$ cat src/rtl/mc_seq_pkg.sv
// Shared definitions for the microcode sequencer: op codes, FSM states,
// address width and the bit layout of the sequencer fields in a microword.
package mc_seq_pkg;

    localparam int MC_AW = 6;

    // Sequencer field positions inside the 12 low microword bits z[0:11]
    localparam int MW_W          = 12;
    localparam int FLD_OP_LSB    = 0;
    localparam int FLD_OP_W      = 3;
    localparam int FLD_ADDR_LSB  = 3;
    localparam int FLD_CSEL_LSB  = 9;
    localparam int FLD_CSEL_W    = 2;
    localparam int FLD_CINV_BIT  = 11;

    localparam logic [2:0] SEQ_NEXT   = 3'd0;
    localparam logic [2:0] SEQ_JUMP   = 3'd1;
    localparam logic [2:0] SEQ_BRANCH = 3'd2;
    localparam logic [2:0] SEQ_CALL   = 3'd3;
    localparam logic [2:0] SEQ_RET    = 3'd4;
    localparam logic [2:0] SEQ_HALT   = 3'd5;
    localparam logic [2:0] SEQ_LOOP   = 3'd6;
    localparam logic [2:0] SEQ_LDCNT  = 3'd7;

    localparam logic [MC_AW-1:0] MC_ONE = {{(MC_AW-1){1'b0}}, 1'b1};

    typedef enum logic [1:0] {
        ST_IDLE = 2'd0,
        ST_ARM  = 2'd1,
        ST_RUN  = 2'd2
    } seq_state_e;

    function automatic logic [MC_AW-1:0] addr_inc(input logic [MC_AW-1:0] addr);
        return addr + MC_ONE;
    endfunction

endpackage

$ cat src/rtl/mc_seq_if.sv
// Sequencer bus: control handshake, ROM microword fields, condition flags
// and the registered address/status returned by the sequencer.
interface mc_seq_if;
    import mc_seq_pkg::*;

    logic             start;
    logic [MC_AW-1:0] start_addr;
    logic [2:0]       seq_op;
    logic [MC_AW-1:0] seq_addr;
    logic [1:0]       cond_sel;
    logic             cond_inv;
    logic [3:0]       cond;
    logic [MC_AW-1:0] a;
    logic             busy;
    logic             err;

    modport master (
        input  start, start_addr, seq_op, seq_addr, cond_sel, cond_inv, cond,
        output a, busy, err
    );

    modport slave (
        output start, start_addr, seq_op, seq_addr, cond_sel, cond_inv, cond,
        input  a, busy, err
    );

endinterface

$ cat src/rtl/mc_stack.sv
// Return-address LIFO. A push into a full stack discards the oldest entry so
// the most recent return addresses always survive.
module mc_stack
    import mc_seq_pkg::*;
#(
    parameter int DEPTH = 4
) (
    input  logic             sys_clk,
    input  logic             reset,
    input  logic             clear,
    input  logic             push,
    input  logic             pop,
    input  logic [MC_AW-1:0] push_data,
    output logic [MC_AW-1:0] top_data,
    output logic             full,
    output logic             empty
);

    localparam int PW = $clog2(DEPTH);
    localparam logic [PW:0] SP_ONE = {{PW{1'b0}}, 1'b1};

    logic [PW:0]      sp_r;
    logic [MC_AW-1:0] mem_r [DEPTH];
    logic [PW-1:0]    top_idx_s;

    assign top_idx_s = PW'(sp_r - SP_ONE);
    assign top_data  = mem_r[top_idx_s];
    assign full      = (sp_r == (PW+1)'(DEPTH));
    assign empty     = (sp_r == {(PW+1){1'b0}});

    // Stack pointer and storage; index 0 always holds the oldest entry
    always_ff @(posedge sys_clk) begin
        if (reset) begin
            sp_r <= {(PW+1){1'b0}};
            for (int i = 0; i < DEPTH; i++) begin
                mem_r[i] <= {MC_AW{1'b0}};
            end
        end else if (clear) begin
            sp_r <= {(PW+1){1'b0}};
        end else if (push) begin
            if (full) begin
                for (int i = 0; i < DEPTH - 1; i++) begin
                    mem_r[i] <= mem_r[i+1];
                end
                mem_r[DEPTH-1] <= push_data;
            end else begin
                mem_r[sp_r[PW-1:0]] <= push_data;
                sp_r                <= sp_r + SP_ONE;
            end
        end else if (pop && !empty) begin
            sp_r <= sp_r - SP_ONE;
        end
    end

endmodule

$ cat src/rtl/mc_seq.sv
// Microcode sequencer: detects phase-clock edges, waits one cycle for the ROM
// word, then computes the next ROM address from the microword's sequencer field.
module mc_seq
    import mc_seq_pkg::*;
#(
    parameter int STACK_DEPTH = 4
) (
    input  logic   sys_clk,
    input  logic   reset,
    input  logic   clk,
    mc_seq_if.master bus
);

    logic             clk_prev_r;
    logic             step_r;
    logic             edge_s;
    seq_state_e       state_r;
    seq_state_e       state_nxt_s;
    logic [MC_AW-1:0] a_r;
    logic [MC_AW-1:0] a_nxt_s;
    logic [MC_AW-1:0] a_inc_s;
    logic [MC_AW-1:0] cnt_r;
    logic [MC_AW-1:0] cnt_nxt_s;
    logic             busy_r;
    logic             err_r;
    logic             err_nxt_s;
    logic             cond_s;
    logic             push_s;
    logic             pop_s;
    logic             clear_s;
    logic [MC_AW-1:0] stk_top_s;
    logic             stk_full_s;
    logic             stk_empty_s;

    assign edge_s  = clk & ~clk_prev_r;
    assign a_inc_s = addr_inc(a_r);
    assign cond_s  = bus.cond[bus.cond_sel] ^ bus.cond_inv;

    assign bus.a    = a_r;
    assign bus.busy = busy_r;
    assign bus.err  = err_r;

    mc_stack #(
        .DEPTH (STACK_DEPTH)
    ) u_stack (
        .sys_clk   (sys_clk),
        .reset     (reset),
        .clear     (clear_s),
        .push      (push_s),
        .pop       (pop_s),
        .push_data (a_inc_s),
        .top_data  (stk_top_s),
        .full      (stk_full_s),
        .empty     (stk_empty_s)
    );

    // Phase-clock rising-edge detect and one-cycle delay to the ROM-valid step
    always_ff @(posedge sys_clk) begin
        if (reset) begin
            clk_prev_r <= 1'b1;
            step_r     <= 1'b0;
        end else begin
            clk_prev_r <= clk;
            step_r     <= edge_s;
        end
    end

    // Next-state and next-address decode; steps only act in RUN
    always_comb begin
        state_nxt_s = state_r;
        a_nxt_s     = a_r;
        err_nxt_s   = err_r;
        cnt_nxt_s   = cnt_r;
        push_s      = 1'b0;
        pop_s       = 1'b0;
        clear_s     = 1'b0;
        case (state_r)
            ST_IDLE: begin
                if (bus.start) begin
                    a_nxt_s     = bus.start_addr;
                    err_nxt_s   = 1'b0;
                    clear_s     = 1'b1;
                    state_nxt_s = ST_ARM;
                end else begin
                    state_nxt_s = ST_IDLE;
                end
            end
            ST_ARM: begin
                if (edge_s) begin
                    state_nxt_s = ST_RUN;
                end else begin
                    state_nxt_s = ST_ARM;
                end
            end
            ST_RUN: begin
                if (step_r) begin
                    case (bus.seq_op)
                        SEQ_NEXT:   a_nxt_s = a_inc_s;
                        SEQ_JUMP:   a_nxt_s = bus.seq_addr;
                        SEQ_BRANCH: a_nxt_s = cond_s ? bus.seq_addr : a_inc_s;
                        SEQ_CALL: begin
                            push_s  = 1'b1;
                            a_nxt_s = bus.seq_addr;
                            if (stk_full_s) begin
                                err_nxt_s = 1'b1;
                            end else begin
                                err_nxt_s = err_r;
                            end
                        end
                        SEQ_RET: begin
                            if (stk_empty_s) begin
                                a_nxt_s     = {MC_AW{1'b0}};
                                err_nxt_s   = 1'b1;
                                state_nxt_s = ST_IDLE;
                            end else begin
                                pop_s   = 1'b1;
                                a_nxt_s = stk_top_s;
                            end
                        end
                        SEQ_HALT:   state_nxt_s = ST_IDLE;
                        SEQ_LOOP: begin
                            if (cnt_r != {MC_AW{1'b0}}) begin
                                cnt_nxt_s = cnt_r - MC_ONE;
                                a_nxt_s   = bus.seq_addr;
                            end else begin
                                a_nxt_s = a_inc_s;
                            end
                        end
                        SEQ_LDCNT: begin
                            cnt_nxt_s = bus.seq_addr;
                            a_nxt_s   = a_inc_s;
                        end
                        default:    a_nxt_s = a_r;
                    endcase
                end else begin
                    state_nxt_s = ST_RUN;
                end
            end
            default: state_nxt_s = ST_IDLE;
        endcase
    end

    // Sequencer state and registered outputs
    always_ff @(posedge sys_clk) begin
        if (reset) begin
            state_r <= ST_IDLE;
            a_r     <= {MC_AW{1'b0}};
            busy_r  <= 1'b0;
            err_r   <= 1'b0;
            cnt_r   <= {MC_AW{1'b0}};
        end else begin
            state_r <= state_nxt_s;
            a_r     <= a_nxt_s;
            busy_r  <= (state_nxt_s != ST_IDLE);
            err_r   <= err_nxt_s;
            cnt_r   <= cnt_nxt_s;
        end
    end

endmodule

$ cat src/flat_wrapper.sv
// flat-port wrapper written by rule: the top's interface ports become plain ports
module mc_seq_flat import mc_seq_pkg::*;
#(
    parameter int STACK_DEPTH = 4
)
  (sys_clk, reset, clk, bus_start, bus_start_addr, bus_seq_op, bus_seq_addr, bus_cond_sel, bus_cond_inv, bus_cond, bus_a, bus_busy, bus_err);
  mc_seq_if bus_i ();
  input  logic sys_clk;
  input  logic reset;
  input  logic clk;
  input wire logic [$bits(bus_i.start)-1:0] bus_start;
  input wire logic [$bits(bus_i.start_addr)-1:0] bus_start_addr;
  input wire logic [$bits(bus_i.seq_op)-1:0] bus_seq_op;
  input wire logic [$bits(bus_i.seq_addr)-1:0] bus_seq_addr;
  input wire logic [$bits(bus_i.cond_sel)-1:0] bus_cond_sel;
  input wire logic [$bits(bus_i.cond_inv)-1:0] bus_cond_inv;
  input wire logic [$bits(bus_i.cond)-1:0] bus_cond;
  output wire logic [$bits(bus_i.a)-1:0] bus_a;
  output wire logic [$bits(bus_i.busy)-1:0] bus_busy;
  output wire logic [$bits(bus_i.err)-1:0] bus_err;
  assign bus_i.start = bus_start;
  assign bus_i.start_addr = bus_start_addr;
  assign bus_i.seq_op = bus_seq_op;
  assign bus_i.seq_addr = bus_seq_addr;
  assign bus_i.cond_sel = bus_cond_sel;
  assign bus_i.cond_inv = bus_cond_inv;
  assign bus_i.cond = bus_cond;
  assign bus_a = bus_i.a;
  assign bus_busy = bus_i.busy;
  assign bus_err = bus_i.err;
  mc_seq #(.STACK_DEPTH(STACK_DEPTH)) u_core (.sys_clk(sys_clk), .reset(reset), .clk(clk), .bus(bus_i));
endmodule
$ cat config.mk
export PLATFORM = sky130hd
export DESIGN_NAME = mc_seq_flat
export DESIGN_NICKNAME = d
export VERILOG_FILES = /design/src/rtl/mc_seq_pkg.sv /design/src/rtl/mc_seq_if.sv /design/src/rtl/mc_stack.sv /design/src/rtl/mc_seq.sv /design/src/flat_wrapper.sv
export SDC_FILE = /design/constraint.sdc
export NUM_CORES = 1
export LEC_CHECK = 0
export ABC_AREA = 1
export CELL_PAD_IN_SITES_DETAIL_PLACEMENT = 1
export CELL_PAD_IN_SITES_GLOBAL_PLACEMENT = 2
export CORE_MARGIN = 1
export CORE_UTILIZATION = 32
export DETAILED_ROUTE_END_ITERATION = 8
export HOLD_SLACK_MARGIN = 0.12
export PLACE_DENSITY_LB_ADDON = 0.1
export SKIP_CTS_REPAIR_TIMING = 1
export SLEW_MARGIN = 10
export SYNTH_ARGS = -nofsm -noshare
export SYNTH_HDL_FRONTEND = slang
export SYNTH_SLANG_ARGS = --single-unit
$ cat constraint.sdc
create_clock -name sys_clk -period 2.81 [get_ports sys_clk]
set_clock_uncertainty 0.05 [all_clocks]
set_input_delay 0.281 -clock sys_clk [delete_from_list [all_inputs] [get_ports sys_clk]]
set_output_delay 0.281 -clock sys_clk [all_outputs]
set_load 0.01 [all_outputs]
# After elaboration in Yosys (flattened, before gate mapping)
# Memories as Yosys holds them, arrays and structs flattened.
# Cells that the tools add are included.
# op_classes
addsub	4
order_cmp	1
eq_ne	18
muxes	54
n_bitwise	7
reduce_logical	18
# op_table
op	n
6-bit 2-to-1 mux	11
6-bit one-hot mux with 5 select lines	1
1-bit 2-to-1 mux	28
6-bit one-hot mux with 2 select lines	2
3-bit equality test, second input constant	5
3-bit 2-to-1 mux	3
2-bit 2-to-1 mux	4
4-bit AND reduction	2
2-bit nonzero test	4
6-bit by 1-bit adder with 6-bit output, second input constant	1
3-bit by 2-bit equality test with 1-bit output, second input constant	2
3-bit zero test	2
3-bit inequality test, second input constant	2
6-bit inequality test, second input constant	1
2-bit one-hot mux with 3 select lines	1
6-bit AND reduction	1
6-bit nonzero test	1
2-bit OR reduction	3
6-bit OR reduction	1
6-bit by 1-bit subtractor with 6-bit output, second input constant	1
2-bit by 1-bit inequality test with 1-bit output, second input constant	2
2-bit inequality test, second input constant	2
1-bit bitwise OR	4
1-bit one-hot mux with 2 select lines	2
other kinds (16)	16
# word_totals
ff_bits	21
ram_bits	24
word_cells	111
mem_count	1
# memory_table
memory	words	width	rd	rd_clocked_by_memory_dff	write_ports	line_no	rtl
u_core.u_stack.mem_r	4	6	4	0	4	mc_stack.sv:23	logic [MC_AW-1:0] mem_r [DEPTH];

# Logic depth before layout (Yosys ltp)
# Gate-level depths: netlist (run 1).
# logic_depth
ltp_word	10
ltp_mapped	15
mapped_depth_nobuf	12

# Modules after synthesis
# A second synthesis (run 1) with hierarchy kept.
# hier_totals
cells_unflattened	373
hier_area_um2	2841.5
# by_module_without_submodules
mod	n_inst	cells_per_inst	area_each_um2
mc_stack	1	161	1510.2
mc_seq	1	212	1331.3

# Worst setup path after synthesis (run 1)
# Ideal clock, no wire load.
# synth_path
kind	register -> register
start	register u_core.u_stack.sp_r[0]
end	memory u_core.u_stack.mem_r[0][0] (enable)
arrival_ps	1812
required_ps	2442
path_slack_ps	630
stages_incl_launch_ff	10
n_path_buf	2
synth_period_minus_slack_ps	2180
cell_sequence	dfxtp_1 > buf_2 > inv_1 > buf_2 > ha_1 > nand2_1 > nand2_2 > nor3_4 > nand2_4 > nand2_1
# synth_rtl
element	line_no	rtl
start, declared	mc_stack.sv:22	logic [PW:0] sp_r;
start signal, assigned	mc_stack.sv:34	sp_r <= {(PW+1){1'b0}};
start signal, assigned	mc_stack.sv:39	sp_r <= {(PW+1){1'b0}};
start signal, assigned	mc_stack.sv:48	sp_r <= sp_r + SP_ONE;
end, declared	mc_stack.sv:23	

==> summary.md, run 1 <==
| Metric | Value |
|---|---|
| Status | `finished clean` |
| Router iterations before antenna repair | `4` |
| I/O pin cnt | `34` |
| Critical Path AT | `2.05 ns` |
| Leak | `1.44 nW` |
| VDD IR max | `0.186 mV` |
| Seq/Total Area, Yosys | `between 40 and 50%` |
| Ys Warns | `0` |
| Clock Tree Root | `clkbuf_8` |
| Worst-path clk slew | `approximately 0.090 ns` |
| CTS max path bufs | `2` |
| Vias per inst | `roughly 5.0` |
| Crit path top cell by count | `nand2_1` |
| Antenna viol nets, final | `0` |
| CP peak stage delay | `0.38 ns` |
| Die W | `~96 µm` |
| Critical path startpoint category | `flop` |
| Final core occ | `just over 40%` |
| Slowest cell on the critical path | `dfxtp_1` |
| Num Clock Sinks | `45` |
| Crit path required time | `2.74 ns` |
| GRT overflow | `0` |
| Type of the worst setup path | `flop to flop` |
| Hold crit path type | `flop to flop` |
| Tightest Pin Transition | `between 0.7 and 0.8 ns` |
| First-pass GRT wire length | `roughly 14000 µm` |
| Post-route clock period utilization | `around 76%` |
| Synth Register Bits | `45` |
| Max Cap Violations | `0` |
| GRT Total Usage | `a little over a fifth` |
| Gate Count Post-Synth | `a little under 400` |
| Max FO, Critical Path | `7` |
| Min Tclk post-route | `roughly 2.1 ns` |
| Power, Total | `roughly 0.0015 W` |
| CTS buffer count | `5` |
| TritonCTS clock tree | `yes` |
| Register-to-register path setup slack | `0.69 ns` |
| RSZ-0062 raised after global routing | `no` |
| Share of layout cells above drive strength 1 | `between 7 and 8%` |
| Starting Density | `between 30% and 40%` |
| Routed len/inst | `roughly 17 µm` |
| Ratio of total power to cell area | `around 440 mW/mm²` |
| Clock Latency Late Sink | `0.30 ns` |
| Antenna violations before repair | `0` |
| Worst slew margin | `50.4%` |
| Final setup viols | `0` |
| Die area | `around 0.0092 mm²` |
| Core area | `approximately 0.0084 mm²` |
| # DRC | `0` |
| CP Capture Type | `flop` |
| Area added between synthesis and finish | `21.9%` |
| Rows | `33` |
| Synth unique cells | `29` |
| DRT iter0 DRCs | `between 60 and 70` |
| Drt total wl | `8890 µm` |
| Worst path cell trace | `inv_1, ha_1, nand2_1, nand2_2, nor3_4, nand2_4, nand2_1` |
| Final HPWL DP | `about 7100 µm` |
| FMAX | `0.471 GHz` |
| Syn avg cell area | `approximately 7.2 µm²` |
| H-tree Lvls | `2` |
| Fin nets | `around 470` |
| Synth Cell Area | `around 0.0028 mm²` |
| Largest net degree at the start of global routing | `20` |
| Max-slew violation count | `0` |
| Fillers | `between 1000 and 1500` |
| Vias in the first global route | `approximately 2700` |
| Setup TNS | `0 ns` |
| Fin. Hold Viols | `0` |
| Port Buffers | `33` |
| Vias | `approximately 2700` |
| ANT cells | `0` |
| GP Congestion | `0.872` |
| DIE HEIGHT | `96.0 µm` |
| Synth Net Count | `about 430` |
## final timing paths
check / start / end / depth (start not counted)
setup / recovery: u_core.u_stack.sp_r[1]$_SDFFE_PP0P_ / u_core.u_stack.mem_r[1][2]$_DFFE_PP_ / 7
hold / removal: u_core.bus.err$_SDFFE_PP0P_ / u_core.bus.err$_SDFFE_PP0P_ / 2
setup reg to reg: u_core.u_stack.sp_r[1]$_SDFFE_PP0P_ / u_core.u_stack.mem_r[1][2]$_DFFE_PP_ / 7
hold reg to reg: u_core.bus.err$_SDFFE_PP0P_ / u_core.bus.err$_SDFFE_PP0P_ / 2
## registers in the layout, summed over array words and instances (netlist names)
name                  cells
u_core.u_stack.sp_r       3
u_core.cnt_r              6
u_core.bus.err            1
u_core.step_r             1
u_core.state_r            2
u_core.bus.busy           1
u_core.u_stack.mem_r     24
u_core.bus.a              6
u_core.clk_prev_r         1
## per-stage QoR
stage / setup WS [ns] / cell area [µm²] / std cells / hold slack, ns
finish: 0.686 / 3450 / 539 / 0.416
global route: 0.496 / 3450 / 539 / 0.462
CTS: 0.669 / 3450 / 539 / 0.425
detailed placement: 0.355 / 3310 / 531 / 0.402
global placement: 0.430 / 3310 / 531 / 0.400
floorplan: 0.630 / 2830 / 394 / 0.335
## cells in the mapped netlist
| library cell | instances | area [µm²] |
|---|---|---|
| a21boi_2 | 1 | 11.3 |
| ha_1 | 8 | 100 |
| a21oi_1 | 25 | 125 |
| nand3b_1 | 2 | 15.0 |
| edfxtp_1 | 24 | 721 |
| nor2_4 | 3 | 33.8 |
| nor2_1 | 49 | 184 |
| inv_1 | 42 | 158 |
| o21ai_0 | 18 | 90.1 |
| xor2_1 | 5 | 43.8 |
| a221oi_1 | 1 | 8.76 |
| nand2_2 | 1 | 6.26 |
| nor3_4 | 1 | 16.3 |
| buf_2 | 7 | 35.0 |
| nor3_1 | 2 | 10.0 |
| inv_2 | 1 | 3.75 |
| a31oi_1 | 3 | 18.8 |
| o22ai_1 | 3 | 18.8 |
| dfxtp_1 | 21 | 420 |
| nand3_1 | 49 | 245 |
| or2_2 | 2 | 12.5 |
| nand4_1 | 1 | 6.26 |
| nand2_1 | 97 | 364 |
| o21ai_1 | 15 | 75.1 |
| clkbuf_1 | 4 | 15.0 |
| nand2_4 | 4 | 45.0 |
| o211ai_1 | 3 | 22.5 |
| or2_1 | 1 | 6.26 |
| a21oi_4 | 1 | 16.3 |
## metal layers
| layer | GRT usage [%] | wire length [µm] |
|---|---|---|
| met2 | 36.7 | 4430 |
| met3 | 2.76 | 213 |
| met4 | 5.35 | 91 |
| met5 | 0 | 0 |
| met1 | 27.2 | 4160 |
## final cells by class
| class | instances | area, µm² | area share, % |
|---|---|---|---|
| multi-input cells | 295 | 1480 | 42.8 |
| clock inverters | 3 | 65.1 | 1.89 |
| flip-flops and latches | 45 | 1140 | 33.1 |
| clock buffers | 5 | 68.8 | 2.00 |
| well taps | 105 | 131 | 3.81 |
| repair buffers | 43 | 405 | 11.8 |
| inverters | 43 | 161 | 4.68 |
## worst max-delay path: cells and delay by family (launching register included)
family / cells / cell delay [ns]
buf+inv: 1 / 0.10
fa+ha+maj: 1 / 0.25
flops: 1 / 0.38
simple gates: 5 / 1.02
## logic make-up (layout without fill, tap and decap cells)
kind of cell	after synthesis	after routing	synth area share, %
flops	45	45	40.4
compound gates	70	70	13.7
simple gates	212	212	33.4
buf+inv	54	94	7.48
fa+ha+maj	8	8	3.54
xor+xnor	5	5	1.55
## cells in the final DEF (no fill, tap or decap), drive strengths merged
| cell | n |
|---|---|
| nand4 | 1 |
| a31oi | 3 |
| a21boi | 1 |
| o21ai | 33 |
| xor2 | 5 |
| bufinv | 2 |
| ha | 8 |
| inv | 43 |
| nor3 | 3 |
| a221oi | 1 |
| a21oi | 26 |
| dfxtp | 21 |
| nand2 | 102 |
| clkbuf | 5 |
| nor2 | 52 |
| clkdlybuf4s50 | 33 |
| nand3b | 2 |
| clkinv | 1 |
| o22ai | 3 |
| buf | 10 |
| nand3 | 49 |
| o211ai | 3 |
| edfxtp | 24 |
| or2 | 3 |
## where the power goes
part	total, W	internal [W]	switching (W)
logic	0.000209	0.0000859	0.000123
clock network	0.000590	0.000354	0.000237
registers	0.000731	0.000712	0.0000197
total	0.00153	0.00115	0.000380
Note: power is estimated with default switching activity, not from simulation.
==> run 2, diff against run 1 <==
--- a/config.mk
+++ b/config.mk
@@ -9,7 +9,7 @@
 export CELL_PAD_IN_SITES_DETAIL_PLACEMENT = 1
 export CELL_PAD_IN_SITES_GLOBAL_PLACEMENT = 2
 export CORE_MARGIN = 1
-export CORE_UTILIZATION = 32
+export CORE_UTILIZATION = 29
 export DETAILED_ROUTE_END_ITERATION = 8
 export HOLD_SLACK_MARGIN = 0.12
 export PLACE_DENSITY_LB_ADDON = 0.1
==> constraint.sdc (replaced) <==
create_clock -name sys_clk -period 1.7 [get_ports sys_clk]
set_clock_uncertainty 0.05 [all_clocks]
set_input_delay 0.17 -clock sys_clk [delete_from_list [all_inputs] [get_ports sys_clk]]
set_output_delay 0.17 -clock sys_clk [all_outputs]
set_load 0.01 [all_outputs]
==> run 2 against run 1 <==
Die area grew 10%; critical path type unchanged; cell area increased by 17%; largest power group unchanged; sequential power is 64% higher; wire length is 4.2% higher; utilization rose by 2.0 points; power rose by 54%; global-route usage fell by 1.6 points; critical path depth increased by 2; first-iteration DRC count is 9.2% higher.
==> summary.md, run 2 (synthesis results as in run 1) <==
| Metric | Value |
|---|---|
| Cell Area, Placed | `between 0.003 and 0.004 mm²` |
| Vias | `about 2900` |
| Commonest non-fill, non-tap cell in the layout | `nand2_1` |
| Post-place setup slack | `-0.383 ns` |
| Critical path startpoint category | `flop` |
| VDD IR max | `a little under 0.3 mV` |
| Ratio of total power to cell area | `587 mW/mm²` |
| Fin nets | `513` |
| FMAX | `between 0.5 and 0.6 GHz` |
| ANT cells | `0` |
| Router iterations before antenna repair | `4` |
| Drt total wl | `9270 µm` |
| Max FO, Critical Path | `6` |
| Crit path required time | `approximately 1.7 ns` |
| Final worst slack | `approximately 0.0091 ns` |
| Register-to-register path setup slack | `0.009 ns` |
| # DRC | `0` |
| I/O pin cnt | `34` |
| Final HPWL DP | `7250 µm` |
| Routed len/inst | `roughly 15 µm` |
| DIE HEIGHT | `~100 µm` |
| GRT overflow | `0` |
| Final setup viols | `0` |
| Post-route clock period utilization | `between 90% and 100%` |
| Tightest Pin Transition | `around 0.33 ns` |
| Port Buffers | `33` |
| Clock Latency Late Sink | `between 0.3 and 0.4 ns` |
| CTS max path bufs | `2` |
| Max Cap Violations | `0` |
| Rows | `35` |
| Max-slew violation count | `0` |
| CTS buffer count | `5` |
| Area added between synthesis and finish | `42.4%` |
| Vias per inst | `between 4 and 5` |
| Final core occ | `roughly 43%` |
| Starting Density | `about 30%` |
| Commonest non-fill, non-tap cells in the layout | `87 x nand2_1, 49 x nand3_1, 48 x buf_4` |
| Fillers | `1165` |
| Antenna violations before repair | `0` |
| Critical Path AT | `1.70 ns` |
| FF/Latch Area | `0.00115 mm²` |
| Die W | `between 100 and 150 µm` |
| Type of the worst setup path | `flop to flop` |
| Status | `finished clean` |
| GRT Total Usage | `between 10% and 20%` |
| Min Tclk post-route | `1.69 ns` |
| TritonCTS clock tree | `yes` |
| Final Cell Area | `0.00403 mm²` |
| Die area | `~0.010 mm²` |
| Fin. Hold Viols | `0` |
| Core area | `0.00933 mm²` |
| Vias in the first global route | `2984` |
| Worst-path clk slew | `roughly 0.1 ns` |
| First-pass GRT wire length | `15000 µm` |
| Max reg flops | `24` |
| Share of layout cells above drive strength 1 | `24.6%` |
| Worst slew margin | `78.0%` |
| Num Clock Sinks | `between 40 and 50` |
| Power, Total | `0.00237 W` |
| RSZ-0062 raised after global routing | `yes` |
| CP Capture Type | `flop` |
| Clock Tree Root | `clkbuf_8` |
| Multi-input logic area | `roughly 0.0016 mm²` |
| Biggest register | `u_core.u_stack.mem_r` |
| DRT iter0 DRCs | `71` |
| Leak | `1.71 nW` |
| Hold crit path type | `input port to flop` |
| Antenna viol nets, final | `0` |
| H-tree Lvls | `2` |
| Largest net degree at the start of global routing | `20` |
| GP Congestion | `0.816` |
[run 2: cell types whose count changed in the layout (fill, tap and decap cells not counted), moves of 6 or more]
cell	before	now
buf_4	10	48
nand2_1	97	87
o21ai_2	0	7
a21oi_1	25	19
a21oi_2	0	6
[run 2: final timing paths]
path,start,end,cells past startpoint
max,u_core.u_stack.sp_r[0]$_SDFFE_PP0P_,u_core.u_stack.mem_r[3][4]$_DFFE_PP_,9
min,clk,u_core.clk_prev_r$_SDFF_PP1_,2
min reg2reg,u_core.bus.err$_SDFFE_PP0P_,u_core.bus.err$_SDFFE_PP0P_,2
max reg2reg,u_core.u_stack.sp_r[0]$_SDFFE_PP0P_,u_core.u_stack.mem_r[3][4]$_DFFE_PP_,9
[run 2: critical path, cell delays in order (launching register included)]
cell      delay (ns)
dfxtp_2         0.33
inv_2           0.07
ha_4            0.15
buf_12          0.11
nand2_4         0.07
nand2_4         0.08
nor3_4          0.05
buf_12          0.16
a21boi_2        0.30
nor2_1          0.07
[run 2: layout make-up]
cell class | instances | area share [%]
multi-input cells | 295 | 40.7
repair buffers | 89 | 20.4
flip-flops and latches | 45 | 28.5
inverters | 43 | 4.07
clock inverters | 3 | 0.622
clock buffers | 5 | 1.71
well taps | 129 | 4.01
[run 2: through the flow]
step	hold WS, ns	TNS [ns]	cells
6_report	0.406	0	609
5_1_grt	0.416	-2.59	609
4_1_cts	0.402	-2.96	604
3_5_place_dp	0.418	-19.80	596
3_3_place_gp	0.418	-17.76	596
2_1_floorplan	0.224	-3.60	394
[run 2: routing by layer]
layer / wire length (µm) / global-route usage (%) / part of all wire, % / up-vias
li1: - / - / - / 1474
met1: 4510 / 26.1 / 49 / 1357
met2: 4430 / 33.8 / 48 / 35
met3: 214 / 2.15 / 2.3 / 9
met4: 110 / 3.68 / 1.2 / 0
met5: 0 / 0 / 0 / -
[run 2: where the power goes]
| group | switching (W) | leakage (nW) | total (W) | internal, W |
|---|---|---|---|---|
| sequential | 0.0000254 | 0.421 | 0.00120 | 0.00118 |
| combinational | 0.000227 | 1.25 | 0.000414 | 0.000187 |
| clock | 0.000449 | 0.0452 | 0.000750 | 0.000301 |
| total | 0.000701 | 1.71 | 0.00237 | 0.00166 |
==> run 3, diff against run 2 <==
--- a/config.mk
+++ b/config.mk
@@ -12,6 +12,7 @@
 export CORE_UTILIZATION = 29
 export DETAILED_ROUTE_END_ITERATION = 8
 export HOLD_SLACK_MARGIN = 0.12
+export MAX_ROUTING_LAYER = met4
 export PLACE_DENSITY_LB_ADDON = 0.1
 export SKIP_CTS_REPAIR_TIMING = 1
 export SLEW_MARGIN = 10
==> run 3 against run 2 <==
Worst hold slack hardly changed; clock power fell by 0.5%; power decreased by 0.13%; final cell count is the same; first-iteration DRC count down 5.6%; combinational power about the same; die area stayed put; sequential power hardly changed; critical path type unchanged; highest routed layer unchanged.
==> summary.md, run 3 (synthesis results as in run 1) <==
| Metric | Value |
|---|---|
| Critical Path AT | `~1.7 ns` |
| Critical path startpoint category | `flop` |
| TritonCTS clock tree | `yes` |
| Commonest non-fill, non-tap cells in the layout | `87 x nand2_1, 49 x nand3_1, 48 x buf_4` |
| Hold depth | `2` |
| Final Non-Filler Cells | `about 610` |
| GRT overflow | `0` |
| Die W | `101 µm` |
| Antenna violations before repair | `0` |
| Ratio of total power to cell area | `between 500 and 600 mW/mm²` |
| RSZ-0062 raised after global routing | `yes` |
| Vias in the first global route | `~3000` |
| Post-place setup slack | `-0.383 ns` |
| Net Sw Frac | `between 20% and 30%` |
| Router iterations before antenna repair | `4` |
| Clock Latency Late Sink | `about 0.31 ns` |
| Max-slew violation count | `0` |
| Worst slew margin | `78.1%` |
| Rows | `35` |
| DRT iter0 DRCs | `67` |
| Drt total wl | `about 9300 µm` |
| Reg power frac | `between 50% and 60%` |
| Hold crit path type | `input port to flop` |
| Antenna viol nets, final | `0` |
| Max reg flops | `24` |
| Worst-path clk slew | `roughly 0.1 ns` |
| Biggest register | `u_core.u_stack.mem_r` |
| Final HPWL DP | `7250 µm` |
| # DRC | `0` |
| H-tree Lvls | `2` |
| VDD IR max | `between 0.2 and 0.3 mV` |
| Power share of the clock group | `between 30% and 40%` |
| Fin nets | `513` |
| Met2 wire length | `between 4000 and 5000 µm` |
| Post-placement cell count | `just under 600` |
| CP Capture Type | `flop` |
| ANT cells | `0` |
| Tightest Pin Transition | `0.326 ns` |
| Vias per inst | `between 4 and 5` |
| Worst hold endpoint | `u_core.clk_prev_r$_SDFF_PP1_` |
| Max Cap Violations | `0` |
| Int Pwr | `approximately 0.0017 W` |
| Starting Density | `between 30% and 40%` |
| Power, Total | `roughly 0.0024 W` |
| Metal1 wirelength | `~4600 µm` |
| Leak | `1.71 nW` |
| CTS max path bufs | `2` |
| Logic pwr share | `between 15 and 20%` |
| Met3 wire len | `~160 µm` |
| GP Congestion | `just over 0.8` |
| Num Clock Sinks | `45` |
| CTS buffer count | `5` |
| Final setup viols | `0` |
| Worst r2r src | `u_core.u_stack.sp_r[0]$_SDFFE_PP0P_` |
| Min Tclk post-route | `around 1.7 ns` |
| Worst reg2reg path depth | `9` |
| GRT Total Usage | `~20%` |
| Smallest hold slack | `between 0.4 and 0.5 ns` |
| Top layer in use | `met4` |
| Area added between synthesis and finish | `42.4%` |
| Max FO, Critical Path | `6` |
| Port Buffers | `33` |
| Final worst slack | `0.0102 ns` |
| FMAX | `about 0.59 GHz` |
| Core area | `0.00933 mm²` |
| Vias | `between 2000 and 3000` |
| Setup TNS | `0 ns` |
| I/O pin cnt | `34` |
| P_sw | `roughly 0.0007 W` |
| DIE HEIGHT | `slightly above 100 µm` |
| Register-to-register path setup slack | `0.01 ns` |
| Min-delay src | `clk` |
| Routed len/inst | `approximately 15 µm` |
| First-pass GRT wire length | `roughly 15000 µm` |
| Type of the worst setup path | `flop to flop` |
| Share of layout cells above drive strength 1 | `24.6%` |
| Clock Tree Root | `clkbuf_8` |
| Post-route clock period utilization | `between 90% and 100%` |
| Crit path required time | `about 1.7 ns` |
| Largest net degree at the start of global routing | `20` |
| Fillers | `approximately 1200` |
| Fin. Hold Viols | `0` |
| Die area | `0.0101 mm²` |
| Commonest non-fill, non-tap cell in the layout | `nand2_1` |
| Status | `finished clean` |
| Worst R2R End | `u_core.u_stack.mem_r[3][4]$_DFFE_PP_` |
## run 3: metal layers
metal,vias up,GRT usage (%)
met5,-,-
met4,0,3.68
met3,13,2.08
met2,34,33.8
met1,1352,26.1
li1,1473,-
## run 3: cell type report
type / instances / area [µm²] / share of cell area (%)
Tap cell: 129 / 161 / 4.01
Multi-Input combinational cell: 295 / 1640 / 40.7
Timing Repair Buffer: 89 / 821 / 20.4
Clock buffer: 5 / 68.8 / 1.71
Sequential cell: 45 / 1150 / 28.5
Inverter: 43 / 164 / 4.07
Clock inverter: 3 / 25.0 / 0.622
## run 3: critical path, cell delays in order, from the launching register on
cell,delay (ns)
dfxtp_2,0.33
inv_2,0.07
ha_4,0.15
buf_12,0.11
nand2_4,0.07
nand2_4,0.08
nor3_4,0.05
buf_12,0.16
a21boi_2,0.30
nor2_1,0.07
## run 3: worst max-delay path by stage
stage	end	cells past startpoint	start	slack, ns
after global placement	u_core.bus.a[2]$_SDFFE_PP0P_	10	bus_seq_op[1]	-0.39
after CTS	u_core.bus.a[3]$_SDFFE_PP0P_	13	u_core.u_stack.sp_r[1]$_SDFFE_PP0P_	-0.16
after detailed placement	u_core.bus.a[3]$_SDFFE_PP0P_	12	bus_seq_op[1]	-0.38
final	u_core.u_stack.mem_r[3][4]$_DFFE_PP_	9	u_core.u_stack.sp_r[0]$_SDFFE_PP0P_	0.01
after global routing	u_core.u_stack.mem_r[3][4]$_DFFE_PP_	9	u_core.u_stack.sp_r[1]$_SDFFE_PP0P_	-0.08
after floorplan	u_core.u_stack.mem_r[3][0]$_DFFE_PP_	9	u_core.u_stack.sp_r[0]$_SDFFE_PP0P_	-0.16
## run 3: metrics by stage
step	instance area, µm²	utilization [%]
after global placement	3760	40.3
after detailed placement	3760	40.3
after global routing	4030	43.2
after floorplan	2910	-
final	4030	43.2
after CTS	3850	41.3
## run 3: power groups by stage
stage | logic (W) | registers (W) | clock network (W)
floorplan | 0.000178 | 0.00123 | 0
global placement | 0.000397 | 0.00123 | 0
detailed placement | 0.000400 | 0.00123 | 0
CTS | 0.000401 | 0.00120 | 0.000772
global route | 0.000460 | 0.00121 | 0.000794
finish | 0.000414 | 0.00120 | 0.000746
